## src/rtl/muldiv_unit.sv

```systemverilog
// Iterative MULT/MULTU/DIV/DIVU unit with architectural HI/LO.
// Shift-add multiply and restoring divide, one bit per cycle.
module muldiv_unit #(
  parameter int WIDTH = 32
) (
  input  logic             clk,
  input  logic             reset,
  input  logic             start,
  input  logic [1:0]       op,
  input  logic [WIDTH-1:0] a,
  input  logic [WIDTH-1:0] b,
  input  logic             mthi,
  input  logic             mtlo,
  input  logic [WIDTH-1:0] wdata,
  output logic             busy,
  output logic             done,
  output logic [WIDTH-1:0] hi,
  output logic [WIDTH-1:0] lo
);

  localparam int CW = $clog2(WIDTH);

  typedef enum logic [1:0] {
    IDLE,
    RUN,
    FIX
  } state_t;

  state_t             state_q, state_d;
  logic               div_q, div_d;
  logic               sa_q, sa_d;
  logic               sb_q, sb_d;
  logic [WIDTH-1:0]   amag_q, amag_d;
  logic [WIDTH-1:0]   bmag_q, bmag_d;
  logic [2*WIDTH-1:0] acc_q, acc_d;
  logic [WIDTH-1:0]   rem_q, rem_d;
  logic [CW-1:0]      cnt_q, cnt_d;
  logic [WIDTH-1:0]   hi_q, hi_d;
  logic [WIDTH-1:0]   lo_q, lo_d;
  logic               busy_q, busy_d;
  logic               done_q, done_d;

  logic               in_sa, in_sb;
  logic [WIDTH-1:0]   in_amag, in_bmag;
  logic [WIDTH:0]     msum;
  logic [WIDTH:0]     shifted;
  logic [WIDTH:0]     trial;
  logic [2*WIDTH-1:0] prod;
  logic [WIDTH-1:0]   quo;
  logic [WIDTH-1:0]   rmd;

  // Signed ops work on magnitudes; op[0]=0 marks the signed forms.
  assign in_sa   = ~op[0] & a[WIDTH-1];
  assign in_sb   = ~op[0] & b[WIDTH-1];
  assign in_amag = in_sa ? -a : a;
  assign in_bmag = in_sb ? -b : b;

  // Multiply step: add multiplicand to upper half if LSB set.
  assign msum = {1'b0, acc_q[2*WIDTH-1:WIDTH]}
              + (acc_q[0] ? {1'b0, amag_q} : '0);

  // Divide step: borrow of the trial subtract lands in bit WIDTH.
  assign shifted = {rem_q, acc_q[WIDTH-1]};
  assign trial   = shifted - {1'b0, bmag_q};

  // Sign fix-up; b==0 leaves rem=|a|, so hi naturally becomes a.
  assign prod = (sa_q ^ sb_q) ? -acc_q : acc_q;
  assign quo  = (sa_q ^ sb_q) ? -acc_q[WIDTH-1:0] : acc_q[WIDTH-1:0];
  assign rmd  = sa_q ? -rem_q : rem_q;

  // Next-state and datapath for IDLE -> RUN -> FIX -> IDLE.
  always_comb begin
    state_d = state_q;
    div_d   = div_q;
    sa_d    = sa_q;
    sb_d    = sb_q;
    amag_d  = amag_q;
    bmag_d  = bmag_q;
    acc_d   = acc_q;
    rem_d   = rem_q;
    cnt_d   = cnt_q;
    hi_d    = hi_q;
    lo_d    = lo_q;
    busy_d  = busy_q;
    done_d  = 1'b0;
    unique case (state_q)
      IDLE: begin
        if (start) begin
          div_d   = op[1];
          sa_d    = in_sa;
          sb_d    = in_sb;
          amag_d  = in_amag;
          bmag_d  = in_bmag;
          acc_d   = op[1] ? {{WIDTH{1'b0}}, in_amag}
                          : {{WIDTH{1'b0}}, in_bmag};
          rem_d   = '0;
          cnt_d   = CW'(WIDTH - 1);
          busy_d  = 1'b1;
          state_d = RUN;
        end else begin
          if (mthi) hi_d = wdata;
          if (mtlo) lo_d = wdata;
        end
      end
      RUN: begin
        if (div_q) begin
          rem_d = trial[WIDTH] ? shifted[WIDTH-1:0]
                               : trial[WIDTH-1:0];
          acc_d = {acc_q[2*WIDTH-1:WIDTH],
                   acc_q[WIDTH-2:0], ~trial[WIDTH]};
        end else begin
          acc_d = {msum, acc_q[WIDTH-1:1]};
        end
        cnt_d = cnt_q - 1'b1;
        if (cnt_q == '0) state_d = FIX;
      end
      FIX: begin
        if (div_q) begin
          hi_d = rmd;
          lo_d = (bmag_q == '0) ? '1 : quo;
        end else begin
          hi_d = prod[2*WIDTH-1:WIDTH];
          lo_d = prod[WIDTH-1:0];
        end
        busy_d  = 1'b0;
        done_d  = 1'b1;
        state_d = IDLE;
      end
      default: state_d = IDLE;
    endcase
  end

  // State register with synchronous active-high reset.
  always_ff @(posedge clk) begin
    if (reset) begin
      state_q <= IDLE;
      div_q   <= 1'b0;
      sa_q    <= 1'b0;
      sb_q    <= 1'b0;
      amag_q  <= '0;
      bmag_q  <= '0;
      acc_q   <= '0;
      rem_q   <= '0;
      cnt_q   <= '0;
      hi_q    <= '0;
      lo_q    <= '0;
      busy_q  <= 1'b0;
      done_q  <= 1'b0;
    end else begin
      state_q <= state_d;
      div_q   <= div_d;
      sa_q    <= sa_d;
      sb_q    <= sb_d;
      amag_q  <= amag_d;
      bmag_q  <= bmag_d;
      acc_q   <= acc_d;
      rem_q   <= rem_d;
      cnt_q   <= cnt_d;
      hi_q    <= hi_d;
      lo_q    <= lo_d;
      busy_q  <= busy_d;
      done_q  <= done_d;
    end
  end

  assign busy = busy_q;
  assign done = done_q;
  assign hi   = hi_q;
  assign lo   = lo_q;

endmodule
```

## config.mk

```make
export PLATFORM = sky130hd
export DESIGN_NAME = muldiv_unit
export DESIGN_NICKNAME = d
export VERILOG_FILES = /design/src/rtl/muldiv_unit.sv
export SDC_FILE = /design/constraint.sdc
export NUM_CORES = 1
export LEC_CHECK = 0
export CAP_MARGIN = 10
export CORE_UTILIZATION = 25
export CTS_CLUSTER_DIAMETER = 150
export DETAILED_ROUTE_END_ITERATION = 12
export HOLD_SLACK_MARGIN = 0.08
export PLACE_DENSITY = 0.47
export SLEW_MARGIN = 0
export SYNTH_ARGS = -nofsm -noshare
export SYNTH_HDL_FRONTEND = slang
export SYNTH_SLANG_ARGS = --single-unit
```

## constraint.sdc

```tcl
create_clock -name clk -period 8 [get_ports clk]
set_input_delay 2.4 -clock clk [delete_from_list [all_inputs] [get_ports clk]]
set_output_delay 2.4 -clock clk [all_outputs]
set_load 0.01 [all_outputs]
```

==> run_results.csv <==
group,metric,value,unit
outcome,status,"completed",
sta,hold_viol_final,0,
synth,syn_inst,2250,
sta,tightest_slew,1162,ps
grt,grt_max_degree,72,
worst_setup_path,cp_top_family,"simple AND/OR/NAND/NOR gates",
synth,syn_area,16950,um^2
clocking,cts_resized,0,
floorplanning,die_h,262.4,um
final_layout,layout_common_cells,"237 x nor2_1, 235 x dfxtp_1, 226 x nand2_1",
power,vdd_ir_drop_max,0.1465,mV
min_path,hp-start,"lo[22]$_SDFFE_PP0P_",
worst_setup_path,path_class,"in -> reg",
sta,timing.setup.tns,0,ps
worst_setup_path,critPathBufInv,1,
sta,fin_crit,5166,ps
power,p_sw_share,34.40,%
floorplanning,pin_count,169,
detailed_routing,wl_per_cell,22.14,um
detailed_routing,drcViolationCount,0,
sta,slew-limit-headroom,22.53,%
power,p_seq_share,37.9,%
synth,ys_async_sr_fraction,0,%
worst_setup_path,slowest_delay,710,ps
worst_setup_path,setup.worst_path.start_class,"input pin",
clocking,cts_sinks,236,
clocking,cts.clk_slew.worst_paths,60,ps
floorplanning,fp.dieW,262.4,um
detailed_routing,drtPass1Iterations,6,
detailed_routing,vias,16950,
power,internal_power,2.415,mW
worst_setup_path,cp-end-kind,"flip-flop",
worst_setup_path,r2r-start,"acc_q[0]$_SDFFE_PP0P_",
clocking,clk_latency,580,ps
detailed_routing,drt_iter0_drc,1403,
sta,setup_viol,0,
worst_setup_path,crit_path_max_fanout,7,
job,drv_cap,0,
place,port-buffer-count,168,
final_layout,layout_commonest_cell,"nor2_1",
place,dp_hpwl,56.50,mm
floorplanning,die_area,68830,um^2
synth,ys_ff_latch,236,
grt,grt_pass1_wl,105.7,mm
worst_setup_path,crit_slowest_cell,"nor3_1",
clocking,post_cts_buffers,0,
power,p_switching,1.267,mW
detailed_routing,routed_wl,71.21,mm
synth,yosysUniqueCellTypes,75,
detailed_routing,ant_nets,0,
place,gp_routability_congestion,0.9802,
grt,grt_usage,19.93,%
sta,period_share,64.58,%
clocking,cts_buffers,30,
clocking,root_buffer,"clkbuf_16",
sta,maxSlewViolCount,0,
min_path,holdCritPathClass,"reg -> reg",
worst_setup_path,startpoint,"b[5]",
clocking,cts_tree,"done",
clocking,cts_htree_levels,1,
worst_setup_path,crit_required,8440,ps
grt,grt_pass1_vias,15950,
clocking,cts_hold_buf,0,
detailed_routing,avgViaCountPerCell,5.270,
sta,worst_clock_skew,14.96,ps
floorplanning,initial_core_util,25.23,%
power,leakagePower,7.677,nW
final_layout,fin_nets,2499,
clocking,clk_path_buf_depth,3,
synth,synth_flop_cell,"dfxtp_1",
power,comb_power_share,25.5,%
synth,syn_nets,2425,
grt,overflow,0,
sta,clock.fmax,193.6,MHz
synth,yosys_warnings,0,
power,powerDensity,181.0,nW/um^2
worst_setup_path,cp_cell_sequence,"clkdlybuf4s50_1, or4_1, nor4b_2, nand2_1, nor3_1, a21oi_1, xnor2_1, mux2i_1, a21oi_1, nor3_1",
floorplanning,coreArea,67160,um^2
final_layout,drive_gt1_share,4.567,%
synth,ys_seq_area_share,27.88,%
worst_setup_path,crit_arrival,5600,ps
final_layout,fin_cells,3217,
sta,rsz0062_at_grt,"no",
final_layout,syn_to_final_growth,20.02,%
grt,antenna_found_initial,1,
synth,synth-edff-count,0,
power,power.clock.fraction,36.5,%
floorplanning,rows,95,
place,dp.cells,3165,
synth,syn_avg_cell_area,7.532,um^2
==> per-layer routing <==
metal  vias to the layer above  track usage, %  share of wire [%]
met5                         -               0                  0
met4                         0           7.075                3.4
met3                        86           2.314                5.0
met2                       544           31.59                 44
met1                      8086           27.74                 47
li1                       8237               -                  -
==> power by group through the flow <==
| stage | combinational [mW] | sequential [mW] | clock, mW |
|---|---|---|---|
| final | 0.940 | 1.40 | 1.35 |
| after CTS | 0.938 | 1.39 | 1.38 |
| after global routing | 1.02 | 1.40 | 1.42 |
| after global placement | 0.932 | 1.41 | 0 |
| after detailed placement | 0.934 | 1.42 | 0 |
| after floorplan | 0.601 | 1.35 | 0 |
==> logic make-up after synthesis <==
| kind of cell | count (synthesis) | share of synthesized area, % |
|---|---|---|
| compound gates | 689 | 25.73 |
| xor+xnor | 200 | 10.34 |
| fa+ha+maj | 72 | 5.405 |
| buf+inv | 220 | 5.050 |
| flops | 236 | 27.88 |
| mux | 78 | 4.629 |
| simple gates | 755 | 20.97 |
==> path summary, 6_finish.rpt <==
| path | endpoint | slack (ps) | cells past startpoint |
|---|---|---|---|
| worst max-delay path | acc_q[25]$_SDFFE_PP0P_ | 2830 | 10 |
| worst min-delay path | lo[22]$_SDFFE_PP0P_ | 450 | 2 |
| worst max register to register | acc_q[55]$_SDFFE_PP0P_ | 3580 | 14 |
| worst min register to register | lo[22]$_SDFFE_PP0P_ | 450 | 2 |
==> synth_stat cells (4+ instances only) <==
| cell type | n | share of area [%] |
|---|---|---|
| dfxtp_1 | 236 | 28 |
| nor3b_1 | 7 | 0.31 |
| or3_1 | 20 | 0.74 |
| a31o_2 | 4 | 0.21 |
| xor2_1 | 99 | 5.1 |
| o221ai_1 | 29 | 1.5 |
| nor3_1 | 59 | 1.7 |
| a311oi_1 | 5 | 0.26 |
| a221oi_1 | 5 | 0.26 |
| a32oi_1 | 4 | 0.21 |
| o21a_1 | 7 | 0.31 |
| and2_1 | 41 | 1.5 |
| and3_1 | 5 | 0.18 |
| clkbuf_1 | 132 | 2.9 |
| buf_2 | 6 | 0.18 |
| a211o_1 | 4 | 0.21 |
| a31oi_1 | 15 | 0.55 |
| a2bb2oi_1 | 4 | 0.21 |
| o21ai_0 | 151 | 4.5 |
| nand2b_1 | 31 | 1.1 |
| nand2_1 | 226 | 5.0 |
| nor2b_1 | 18 | 0.66 |
| buf_1 | 6 | 0.13 |
| a21oi_1 | 212 | 6.3 |
| or4_1 | 9 | 0.40 |
| o31ai_1 | 36 | 1.6 |
| a22oi_1 | 14 | 0.62 |
| o211ai_1 | 26 | 1.2 |
| inv_1 | 71 | 1.6 |
| buf_4 | 4 | 0.18 |
| o41ai_1 | 12 | 0.62 |
| nor4_1 | 28 | 1.0 |
| nand3_1 | 28 | 0.83 |
| ha_1 | 70 | 5.2 |
| a21o_1 | 24 | 1.1 |
| o22ai_1 | 15 | 0.55 |
| o21bai_1 | 9 | 0.40 |
| nand4_1 | 13 | 0.48 |
| nor2_1 | 240 | 5.3 |
| a22o_1 | 5 | 0.26 |
| mux2i_1 | 75 | 4.4 |
| a41o_1 | 4 | 0.24 |
| a211oi_1 | 78 | 3.5 |
| xnor2_1 | 101 | 5.2 |
| or2_2 | 8 | 0.30 |
==> tightest hold or removal path: cells and delay by family, from the launching register on <==
| family | cells | cell delay, ps |
|---|---|---|
| AOI/OAI and AO/OA | 1 | 50 |
| DFF | 1 | 300 |
| and+or+nand+nor | 1 | 50 |
==> stage by stage <==
stage | total power, mW | setup WS [ps] | hold WS (ps) | cell area [um^2] | util, %
6_report | 3.682 | 2834 | 447.1 | 20340 | 30.29
5_1_grt | 3.850 | 2539 | 472.0 | 20340 | 30.29
4_1_cts | 3.706 | 2803 | 450.2 | 20340 | 30.28
3_5_place_dp | 2.352 | 2193 | 443.8 | 19370 | 28.85
3_3_place_gp | 2.346 | 2155 | 441.0 | 19370 | 28.85
2_1_floorplan | 1.952 | 3287 | 431.7 | 16950 | -
==> flip-flops by register name, indices dropped and copies added (netlist names) <==
register  cells
bmag_q       32
state_q       2
div_q         1
sb_q          1
done          1
cnt_q         5
acc_q        64
amag_q       32
lo           32
rem_q        32
busy          1
sa_q          1
hi           32
==> final cells by class <==
cell class	instances	area, um^2
well taps	873	1092
repair buffers	191	1856
clock buffers	40	869.6
flip-flops and latches	236	4728
clock inverters	11	93.84
multi-input cells	1794	11430
inverters	71	266.5
diodes	1	2.502
fillers	7168	46820
No activity file was read; power rests on OpenSTA's default activity.
==> edit (config.mk and constraints unchanged) <==
The output `done` loses its register stage (`done_q` becomes a continuous assignment).
--- a/src/rtl/muldiv_unit.sv
+++ b/src/rtl/muldiv_unit.sv
@@ -145,7 +145,6 @@
       hi_q    <= '0;
       lo_q    <= '0;
       busy_q  <= 1'b0;
-      done_q  <= 1'b0;
     end else begin
       state_q <= state_d;
       div_q   <= div_d;
@@ -159,9 +158,10 @@
       hi_q    <= hi_d;
       lo_q    <= lo_d;
       busy_q  <= busy_d;
-      done_q  <= done_d;
     end
   end
+
+  assign done_q = done_d;
 
   assign busy = busy_q;
   assign done = done_q;
Formal check against the unedited RTL: no difference found for any inputs over 4 cycles, from zero or initial values and one cycle with reset high; that may be too few to reach the edited logic, so the function may still have changed.
==> edit against the original RTL <==
- setup slack gained 0.29 ns
- synthesized cell count is 0.40% higher
- area after synthesis is 1.7% higher
- routed wire length increased by 2.1%
- sequential power shrank 3%
- first-iteration DRC count is 5.1% higher
- total power shrank 0.62%
- maximum frequency rose by 6.0%
- design area is 1.6% higher
- via count up 2.6%
- critical path depth unchanged
- clock skew shrank 0.0023 ns
- combinational power down 7.9%
- sequential cell count down 1
- critical path type unchanged
- largest power group is now clock
==> edit: results (changes against the original RTL) <==
* Leakage at 7.80 nW (+1.6%)
* Share of cells above drive strength 1 at 6.18% (+1.6 points)
* M1 WL at 34300 µm (+2.0%)
* R2R setup slack at 3.32 ns (-0.26 ns)
* Mean post-synth cell area at 7.63 µm² (+1.3%)
* Met3 usage in global routing at 2.68% (+0.36 points)
* Grt met2 use at 30.5% (-1.1 points)
* Min Hold Slack at 0.450 ns (+0.00245 ns)
* Post-synthesis cell type count at 83 (+11%)
* Met2 WL at 31100 µm (-1.4%)
* Vias at 17400 (+2.6%)
* Reg2Reg Depth at 13 (-1)
* Placed instance count at 3163 (-0.063%)
* HPWL Detailed at 56500 µm (about the same)
* Sequential-to-total area share from yosys stat at 27.3% (-0.57 points)
* Worst EP arrival at 5.30 ns (-0.30 ns)
* Critical path's largest stage delay at 0.67 ns (-0.04 ns)
* Status: completed
* Worst slack at placement at 2.48 ns (+0.287 ns)
* Reg-to-Reg Start: acc_q[31]$_SDFFE_PP0P_
* Post-DP Area at 0.0196 mm² (+1.3%)
* DR top layer: met5
* Worst Skew at 0.0126 ns (-0.00233 ns)
* Synth top area cells: dfxtp_1, a21oi_1, xnor2_1
* Most frequent cells after synthesis: dfxtp_1, nor2_1, a21oi_1
* Hold_sp: lo[10]$_SDFFE_PP0P_
* First-pass GRT wire length at 107000 µm (+1.1%)
* Met3 wire length at 5110 µm (+42%)
* Hold path endpoint: lo[10]$_SDFFE_PP0P_
* Final GP Congestion at 0.892 (-9.0%)
* Critical Path End: acc_q[30]$_SDFFE_PP0P_
* Crit path max fanout at 4 (-3)
* Final period util at 61.0% (-3.6 points)
* Worst-margin pin slew at 1.20 ns (+0.0429 ns)
* Sw Share at 33.3% (-1.1 points)
* Starting DRT DRC Count at 1475 (+5.1%)
* Slowest cell on crit path: or4_1
* Drt first pass iters at 7 (+1)
* Initial antenna violation count at 5 (+4)
* Final nets at 2497 (-0.080%)
* WL per Instance at 22.6 µm (+1.9%)
==> edit: final cells by class <==
cell class | instances | area, µm²
clock inverters | 17 | 198
inverters | 75 | 282
repair buffers | 194 | 1890
fillers | 7193 | 47000
clock buffers | 39 | 836
flip-flops and latches | 235 | 4710
multi-input cells | 1786 | 11700
well taps | 873 | 1090
diodes | 4 | 10.0
==> edit: cell families after synthesis <==
family          synth area share [%]
simple gates                    21.2
buf+inv                         5.39
xor+xnor                        10.3
mux                             2.93
flops                           27.3
fa+ha+maj                       5.32
compound gates                  27.6
==> edit: power by group through the flow <==
stage / Combinational, mW / Sequential [mW] / Clock, mW
2_1_floorplan: 0.536 / 1.33 / 0
3_3_place_gp: 0.851 / 1.38 / 0
3_5_place_dp: 0.855 / 1.38 / 0
4_1_cts: 0.858 / 1.35 / 1.47
5_1_grt: 0.936 / 1.36 / 1.51
6_report: 0.866 / 1.36 / 1.44
